### src/rtl/motoro3_step_seq.sv
// motoro3_step_seq: 6-step trapezoidal commutation sequencer.
// Walks step index 0..5 with a programmable step period, blanks all phase
// enables for DEAD_CLK cycles at each step start, and emits step/round pulses.
module motoro3_step_seq #(
  parameter int unsigned DEAD_CLK   = 8,
  parameter int unsigned MIN_RELOAD = 16,
  parameter int unsigned RCNT_W     = 16
) (
  input  logic              clk,
  input  logic              nRst,
  input  logic [24:0]       m3r_step_cnt_reload1,
  input  logic              m3s_run,
  input  logic              m3s_dir,
  output logic [2:0]        m3s_step_idx,
  output logic              m3s_step_pulse,
  output logic              m3s_round_pulse,
  output logic [RCNT_W-1:0] m3s_round_cnt,
  output logic [2:0]        m3s_phase_hi,
  output logic [2:0]        m3s_phase_lo,
  output logic              m3s_running
);

  localparam int unsigned    DCW       = (DEAD_CLK > 2) ? $clog2(DEAD_CLK) : 1;
  localparam logic [DCW-1:0] DEAD_LOAD = DCW'((DEAD_CLK > 0) ? (DEAD_CLK - 1) : 0);
  localparam logic [24:0]    MIN_RL    = 25'(MIN_RELOAD);

  typedef enum logic [1:0] {
    ST_IDLE,
    ST_DEAD,
    ST_DRIVE
  } state_t;

  state_t              state_q, state_d;
  logic [2:0]          idx_q, idx_d;
  logic [24:0]         cnt_q, cnt_d;
  logic [DCW-1:0]      dead_q, dead_d;
  logic [RCNT_W-1:0]   rcnt_q, rcnt_d;
  logic                sp_q, sp_d;
  logic                rp_q, rp_d;
  logic [2:0]          hi_q, hi_d;
  logic [2:0]          lo_q, lo_d;
  logic                run_q, run_d;
  logic [24:0]         reload_eff;
  logic                start;
  logic                wrap;

  // Commutation table, returns {hi, lo} as {W,V,U} each.
  function automatic logic [5:0] phase_tab(input logic [2:0] idx);
    case (idx)
      3'd0:    phase_tab = {3'b001, 3'b010};
      3'd1:    phase_tab = {3'b001, 3'b100};
      3'd2:    phase_tab = {3'b010, 3'b100};
      3'd3:    phase_tab = {3'b010, 3'b001};
      3'd4:    phase_tab = {3'b100, 3'b001};
      3'd5:    phase_tab = {3'b100, 3'b010};
      default: phase_tab = '0;
    endcase
  endfunction

  assign reload_eff = (m3r_step_cnt_reload1 < MIN_RL) ? MIN_RL : m3r_step_cnt_reload1;

  // Next-state and registered-output computation.
  always_comb begin
    state_d = state_q;
    idx_d   = idx_q;
    cnt_d   = cnt_q;
    dead_d  = dead_q;
    rcnt_d  = rcnt_q;
    sp_d    = 1'b0;
    rp_d    = 1'b0;
    hi_d    = '0;
    lo_d    = '0;
    start   = 1'b0;
    wrap    = 1'b0;

    case (state_q)
      ST_IDLE: begin
        if (m3s_run) start = 1'b1;
      end
      ST_DEAD, ST_DRIVE: begin
        if (!m3s_run) begin
          state_d = ST_IDLE;
        end else if (cnt_q == '0) begin
          start = 1'b1;
          if (m3s_dir) begin
            if (idx_q == 3'd0 || idx_q > 3'd5) begin
              idx_d = 3'd5;
              wrap  = 1'b1;
            end else begin
              idx_d = idx_q - 3'd1;
            end
          end else if (idx_q >= 3'd5) begin
            idx_d = 3'd0;
            wrap  = 1'b1;
          end else begin
            idx_d = idx_q + 3'd1;
          end
        end else begin
          cnt_d = cnt_q - 25'd1;
          if (state_q == ST_DEAD && dead_q != '0) begin
            dead_d = dead_q - DCW'(1);
          end else begin
            // Phases are registered, so they are computed one cycle ahead:
            // the last dead cycle already loads the DRIVE pattern.
            state_d = ST_DRIVE;
            if (idx_q > 3'd5) idx_d = 3'd0;
            else {hi_d, lo_d} = phase_tab(idx_q);
          end
        end
      end
      default: state_d = ST_IDLE;
    endcase

    if (start) begin
      cnt_d   = reload_eff - 25'd1;
      dead_d  = DEAD_LOAD;
      sp_d    = 1'b1;
      state_d = (DEAD_CLK == 0) ? ST_DRIVE : ST_DEAD;
    end

    if (wrap) begin
      rp_d   = 1'b1;
      rcnt_d = rcnt_q + RCNT_W'(1);
    end

    run_d = (state_d != ST_IDLE);
  end

  // State and output registers with synchronous active-low reset.
  always_ff @(posedge clk) begin
    if (!nRst) begin
      state_q <= ST_IDLE;
      idx_q   <= '0;
      cnt_q   <= '0;
      dead_q  <= '0;
      rcnt_q  <= '0;
      sp_q    <= 1'b0;
      rp_q    <= 1'b0;
      hi_q    <= '0;
      lo_q    <= '0;
      run_q   <= 1'b0;
    end else begin
      state_q <= state_d;
      idx_q   <= idx_d;
      cnt_q   <= cnt_d;
      dead_q  <= dead_d;
      rcnt_q  <= rcnt_d;
      sp_q    <= sp_d;
      rp_q    <= rp_d;
      hi_q    <= hi_d;
      lo_q    <= lo_d;
      run_q   <= run_d;
    end
  end

  assign m3s_step_idx    = idx_q;
  assign m3s_step_pulse  = sp_q;
  assign m3s_round_pulse = rp_q;
  assign m3s_round_cnt   = rcnt_q;
  assign m3s_phase_hi    = hi_q;
  assign m3s_phase_lo    = lo_q;
  assign m3s_running     = run_q;

endmodule

### config.mk
export PLATFORM = sky130hd
export DESIGN_NAME = motoro3_step_seq
export DESIGN_NICKNAME = d
export VERILOG_FILES = /design/src/rtl/motoro3_step_seq.sv
export SDC_FILE = /design/constraint.sdc
export NUM_CORES = 1
export LEC_CHECK = 0
export CAP_MARGIN = 0
export CORE_ASPECT_RATIO = 0.6
export CORE_MARGIN = 2
export CORE_UTILIZATION = 55
export CTS_CLUSTER_DIAMETER = 40
export DETAILED_ROUTE_END_ITERATION = 10
export GPL_TIMING_DRIVEN = 0
export PLACE_DENSITY = 0.85
export SETUP_SLACK_MARGIN = 0.1
export SYNTH_ARGS = -nofsm -noshare
export SYNTH_HDL_FRONTEND = slang
export SYNTH_SLANG_ARGS = --single-unit
### constraint.sdc
create_clock -name clk -period 4.3 [get_ports clk]
set_input_delay 0.86 -clock clk [delete_from_list [all_inputs] [get_ports clk]]
set_output_delay 0.86 -clock clk [all_outputs]
set_load 0.05 [all_outputs]
Word level (Yosys, flattened, before mapping)
Cells that the tools add are included.
{ "word_totals": {"register_bits": 58, "latchBits": 0, "ramBits": 0, "romBits": 0, "inputBits": 29, "out_inout_bits": 28, "wordCells": 81, "memories": 0} }
{ "op_classes": {"add_sub_neg": 6, "mul": 0, "div_mod_pow": 0, "order_cmp": 3, "eq_ne": 9, "shift": 0, "n_mux": 34, "bitwise_logic": 3, "n_reduce_logical": 16} }
{ "op_table": {"columns": ["cell", "count"], "rows": [
  ["$mux W25", 5],
  ["$sub A25 B1 Y25 const B", 2],
  ["$pmux W6 S6", 1],
  ["$mux W3", 11],
  ["$logic_not A25 Y1", 1],
  ["$lt A25 B5 Y1 const B", 1],
  ["$add A16 B1 Y16 const B", 1],
  ["$mux W1", 11],
  ["$reduce_bool A2 Y1", 5],
  ["$mux W2", 4],
  ["$reduce_and A4 Y1", 2],
  ["$eq A3 B2 Y1 const B", 2],
  ["$eq A3 B3 Y1 const B", 2],
  ["$reduce_or A6 Y1", 1],
  ["$sub A3 B1 Y3 const B", 2],
  ["$ne A2 B2 Y1 const B", 2],
  ["$pmux W2 S2", 1],
  ["$add A3 B1 Y3 const B", 1],
  ["$eq A3 B1 Y1 const B", 1],
  ["$ge A3 B3 Y1 const B", 1],
  ["$gt A3 B3 Y1 const B", 1],
  ["$logic_not A3 Y1", 1],
  ["$not A1 Y1", 3],
  ["$reduce_and A3 Y1", 1],
  ["8 further kinds", 8]
]} }

Logic depth before layout (Yosys ltp)
{ "depth": {"depth_word": 8, "mapped_depth": 18, "mapped_depth_nobuf": 15} }

Least setup slack after synthesis
OpenSTA, ideal clock, no wires.
{ "synth_timing": {"kind": "in2reg", "start": "in m3r_step_cnt_reload1[12]", "end": "reg cnt_q[24]", "t_arrival_ns": 3.664, "setup_slack_ns": 0.508, "stages": 14, "n_path_buf": 1, "path_cell_list": "nor4_1 nand3_1 or2_2 and3_1 a21oi_1 ha_1 inv_1 nor2_1 nand3b_1 mux2_2 buf_2 nor4_1 xnor2_1 o22ai_1"} }
{ "synth_between": {"elab_chain_len": 4} }
{ "synth_lines": {"columns": ["element", "line", "text"], "rows": [
  ["start: declaration", "11", "input logic [24:0] m3r_step_cnt_reload1,"],
  ["$lt A25 B5 Y1", "60", "assign reload_eff = (m3r_step_cnt_reload1 < MIN_RL) ? MIN_RL : m3r_step_cnt_reload1;"],
  ["$mux W25 (*)", "60", null],
  ["$sub A25 B1 Y25 (*)", "115", "cnt_d = reload_eff - 25'd1;"],
  ["$mux W25 (*)", "114", "if (start) begin"],
  ["end signal: assignment", "145", "cnt_q <= cnt_d;"],
  ["end: declaration", "35", "logic [24:0] cnt_q, cnt_d;"]
]} }
Mark *: on every way between the ends. The rest lies on a longest branch, timed or not.
A chain may end at the register's enable or synchronous reset.

Worst setup path after layout
{ "layout_timing": {"start": "in m3r_step_cnt_reload1[12]", "end": "reg cnt_q[16]"} }
The elaborated chain is that of the path after synthesis.

==> results.json <==
{
  "wl_um": 11800,
  "dp_hpwl_um": 8290,
  "yosys.area_share.simple_pct": 31.2,
  "syn_area_per_cell_sq_um": 8.15,
  "h-tree-depth": 3,
  "synth_edf_count": 0,
  "ff_latch_area_sq_um": 1160,
  "multi_input_area_sq_um": 2680,
  "insertedDiodeCount": 0,
  "crit_chain": "clkdlybuf4s50_1 -> nor4_4 -> nand3_2 -> or2_4 -> and3_1 -> a21oi_1 -> ha_2 -> inv_1 -> nor2_2 -> nand3b_1 -> mux2_2 -> buf_2 -> nor3_1 -> xnor2_1 -> a211oi_1",
  "relSlewSlack_pct": 42.4,
  "cts_tree": "built",
  "rsz0062_at_grt": "no",
  "gp_congestion": 1.00,
  "worst-path-stages": 15,
  "p_sw_mw": 0.911,
  "worstReg2RegEnd": "cnt_q[16]$_SDFFE_PN0P_",
  "track_usage_pct": 31.1,
  "netlist_top_cells_count": "dfxtp_1, nor2_1, nand2_1, nor3_1",
  "yosys-top-cells-area": "dfxtp_1, xnor2_1, nor2_1",
  "maxCapViolations": 0,
  "crit_path_end_kind": "flip-flop",
  "critPathKind": "in2reg",
  "die-area_sq_um": 7700,
  "finalInstanceArea_sq_um": 5080,
  "critPathTopFamily": "simple AND/OR/NAND/NOR gates",
  "portBuffers": 55,
  "grt_max_degree": 11,
  "design.core.area_sq_um": 6730,
  "netlist.top_cell.by_area": "dfxtp_1",
  "synth_cells": 472,
  "comb_power_share_pct": 38.0,
  "fmax_mhz": 247,
  "status": "complete, no violations",
  "syn-cell-area_sq_um": 3840,
  "drive_gt1_share_pct": 13.7,
  "drcViolationCount": 0,
  "ir_drop_uv": 342,
  "synth_top_area_share_pct": 30.2,
  "p_leak_nw": 1.84,
  "synthFlopType": "dfxtp_1",
  "synth_compound_area_share_pct": 15.9,
  "initial_utilization_pct": 57.1,
  "routed-via-count": 4031,
  "p_int_mw": 1.48,
  "final-max-slew-violation-count": 0,
  "synth.distinct_cells": 58,
  "hp-class": "reg2reg",
  "synth_nets": 515,
  "finalHoldViolCount": 0,
  "yosys-mux-area-fraction_pct": 4.91,
  "cp_data_required_time_ps": 4550,
  "cts.path.max_buffers": 2,
  "powerDensity_nw_per_um2": 471,
  "yosysSeqAreaShare_pct": 30.2,
  "final_util_pct": 75.4,
  "gr-total-overflow": 0,
  "synth_xor_area_share_pct": 9.79,
  "n_fill_cell": 500,
  "nNetsFinal": 593,
  "synth_top_family_by_area": "simple AND/OR/NAND/NOR gates",
  "crit_path_max_fanout": 10,
  "worst_setup_path_start_kind": "input port",
  "drtIter0Drc": 475,
  "clock_skew_ps": 5.37,
  "clock_power_share_pct": 32.5,
  "grt_pass1_wl_um": 18500,
  "yosys_warnings": 0,
  "placed_area_sq_um": 4500,
  "numCtsBuffers": 9,
  "num_rows": 23,
  "cts_hold_buf": 0,
  "root_buffer": "clkbuf_16",
  "r2r_cells": 17,
  "clk_latency_ps": 340,
  "async_flop_share_pct": 0,
  "ioPinCount": 57,
  "postRouteAntennaNets": 0,
  "post-place-ws_ps": -696,
  "die_h_um": 68.8,
  "die_w_um": 112,
  "r2r_start": "state_q[0]$_SDFF_PN0_",
  "setup-violations-final": 0,
  "endpoint": "cnt_q[16]$_SDFFE_PN0P_",
  "power_frac_seq_pct": 29.5,
  "clock_sinks": 58,
  "p_sw_share_pct": 38.1,
  "areaGrowthSynthToFinish_pct": 32.1,
  "slowest_delay_ps": 480,
  "crit_path_start": "m3r_step_cnt_reload1[12]",
  "period_needed_ps": 4040,
  "finalWorstSetupSlack_ps": 258,
  "via_per_inst": 6.28,
  "clk_pin_slew_ps": 50,
  "synthMostInstantiatedCell": "dfxtp_1",
  "antenna_found_initial": 0,
  "fin_setup_tns_ps": 0,
  "cp_num_buf_inv": 3,
  "max_slew.worst_pin.slew_ps": 859,
  "wl_per_cell_um": 18.4,
  "cp.arrival_ps": 4290,
  "dr.pass1.iters": 5,
  "grt_pass1_vias": 3681,
  "synth-seq-cells": 58,
  "yosys.area_share.adder_pct": 4.56,
  "fin_crit_sh_pct": 94.0,
  "slowest_stage": "clkdlybuf4s50_1",
  "rrSetupSlack_ps": 390
}
==> worst min-delay path: stages (launching register included) <==
cell and delay, ps:
dfxtp_1 320, o21ai_0 70, a21oi_1 60
==> metrics by stage <==
| stage | hold WS [ps] | cells | total power [mW] |
|---|---|---|---|
| floorplan | 502 | 472 | 1.28 |
| global placement | 480 | 614 | 1.50 |
| detailed placement | 492 | 614 | 1.51 |
| CTS | 499 | 632 | 2.33 |
| global route | 507 | 642 | 2.49 |
| finish | 491 | 642 | 2.39 |
==> final cells by class <==
type                       instances  share of cell area [%]
clock inverter                     5                    1.53
inverter                          14                    1.03
clock buffer                      11                    4.78
timing repair buffer              67                    13.0
tap                               87                    2.14
buffer                            18                    1.97
sequential                        58                    22.9
multi-input combinational        382                    52.7
==> per-layer routing <==
layer  GRT usage [%]  wire [um]
met1            41.1       5100
met2            47.1       4840
met3            12.6       1670
met4            10.1        172
met5               0          0
==> cells in the final DEF (no fill, tap or decap), types with 3 or more instances in the layout <==
| master | instances |
|---|---|
| mux2i_1 | 10 |
| or4_1 | 6 |
| or2_2 | 3 |
| dlymetal6s2s_1 | 7 |
| inv_1 | 13 |
| nand3b_1 | 3 |
| nor4_1 | 7 |
| a21o_1 | 3 |
| nor4_2 | 6 |
| o21a_1 | 5 |
| or3_1 | 10 |
| nor3_1 | 29 |
| clkbuf_1 | 9 |
| and2_1 | 5 |
| ha_1 | 13 |
| mux2_2 | 7 |
| clkdlybuf4s50_1 | 48 |
| xor2_1 | 21 |
| buf_2 | 5 |
| and3_1 | 8 |
| nor4_4 | 7 |
| o22ai_1 | 9 |
| dfxtp_1 | 58 |
| nand2_1 | 35 |
| nand3_1 | 20 |
| nand4_1 | 10 |
| xnor2_1 | 22 |
| a21oi_1 | 22 |
| a31oi_1 | 3 |
| o21ai_0 | 20 |
| clkbuf_16 | 9 |
| buf_4 | 12 |
| a211oi_1 | 6 |
| o211ai_1 | 3 |
| nor2_1 | 48 |
==> power by group through the flow <==
stage                     Clock [mW]  Sequential, mW  Combinational, mW
after floorplan                    0           0.717              0.564
after CTS                      0.787           0.699              0.843
after detailed placement           0           0.707              0.805
after global placement             0           0.704              0.793
after global routing           0.812           0.710              0.972
final                          0.779           0.705              0.909
==> worst min path at each step <==
stage / start / endpoint / slack (ps) / cells past startpoint
after floorplan: cnt_q[1]$_SDFFE_PN0P_ / cnt_q[1]$_SDFFE_PN0P_ / 500 / 2
after global routing: m3s_round_cnt[15]$_SDFFE_PN0P_ / m3s_round_cnt[15]$_SDFFE_PN0P_ / 510 / 2
final: m3s_round_cnt[15]$_SDFFE_PN0P_ / m3s_round_cnt[15]$_SDFFE_PN0P_ / 490 / 2
after CTS: m3s_round_cnt[15]$_SDFFE_PN0P_ / m3s_round_cnt[15]$_SDFFE_PN0P_ / 500 / 2
after global placement: m3s_round_cnt[15]$_SDFFE_PN0P_ / m3s_round_cnt[15]$_SDFFE_PN0P_ / 480 / 2
after detailed placement: m3s_round_cnt[15]$_SDFFE_PN0P_ / m3s_round_cnt[15]$_SDFFE_PN0P_ / 490 / 2
==> kinds of logic after synthesis <==
group | Yosys count
compound gates | 89
mux | 18
flops | 58
buf+inv | 32
simple gates | 218
fa+ha+maj | 14
xor+xnor | 43
==> flip-flops by register name, summed over array words and instances (netlist names) <==
name             count
m3s_round_pulse      1
state_q              2
dead_q               3
m3s_round_cnt       16
m3s_step_idx         3
cnt_q               25
m3s_running          1
m3s_phase_hi         3
m3s_step_pulse       1
m3s_phase_lo         3
==> timing repair <==
action                                  CTS  global route
buffers inserted                          2            10
pin swaps                                 3             4
endpoints found under the setup margin    9             9
gates resized for setup                  21            16
No activity file was read; power rests on OpenSTA's default activity.
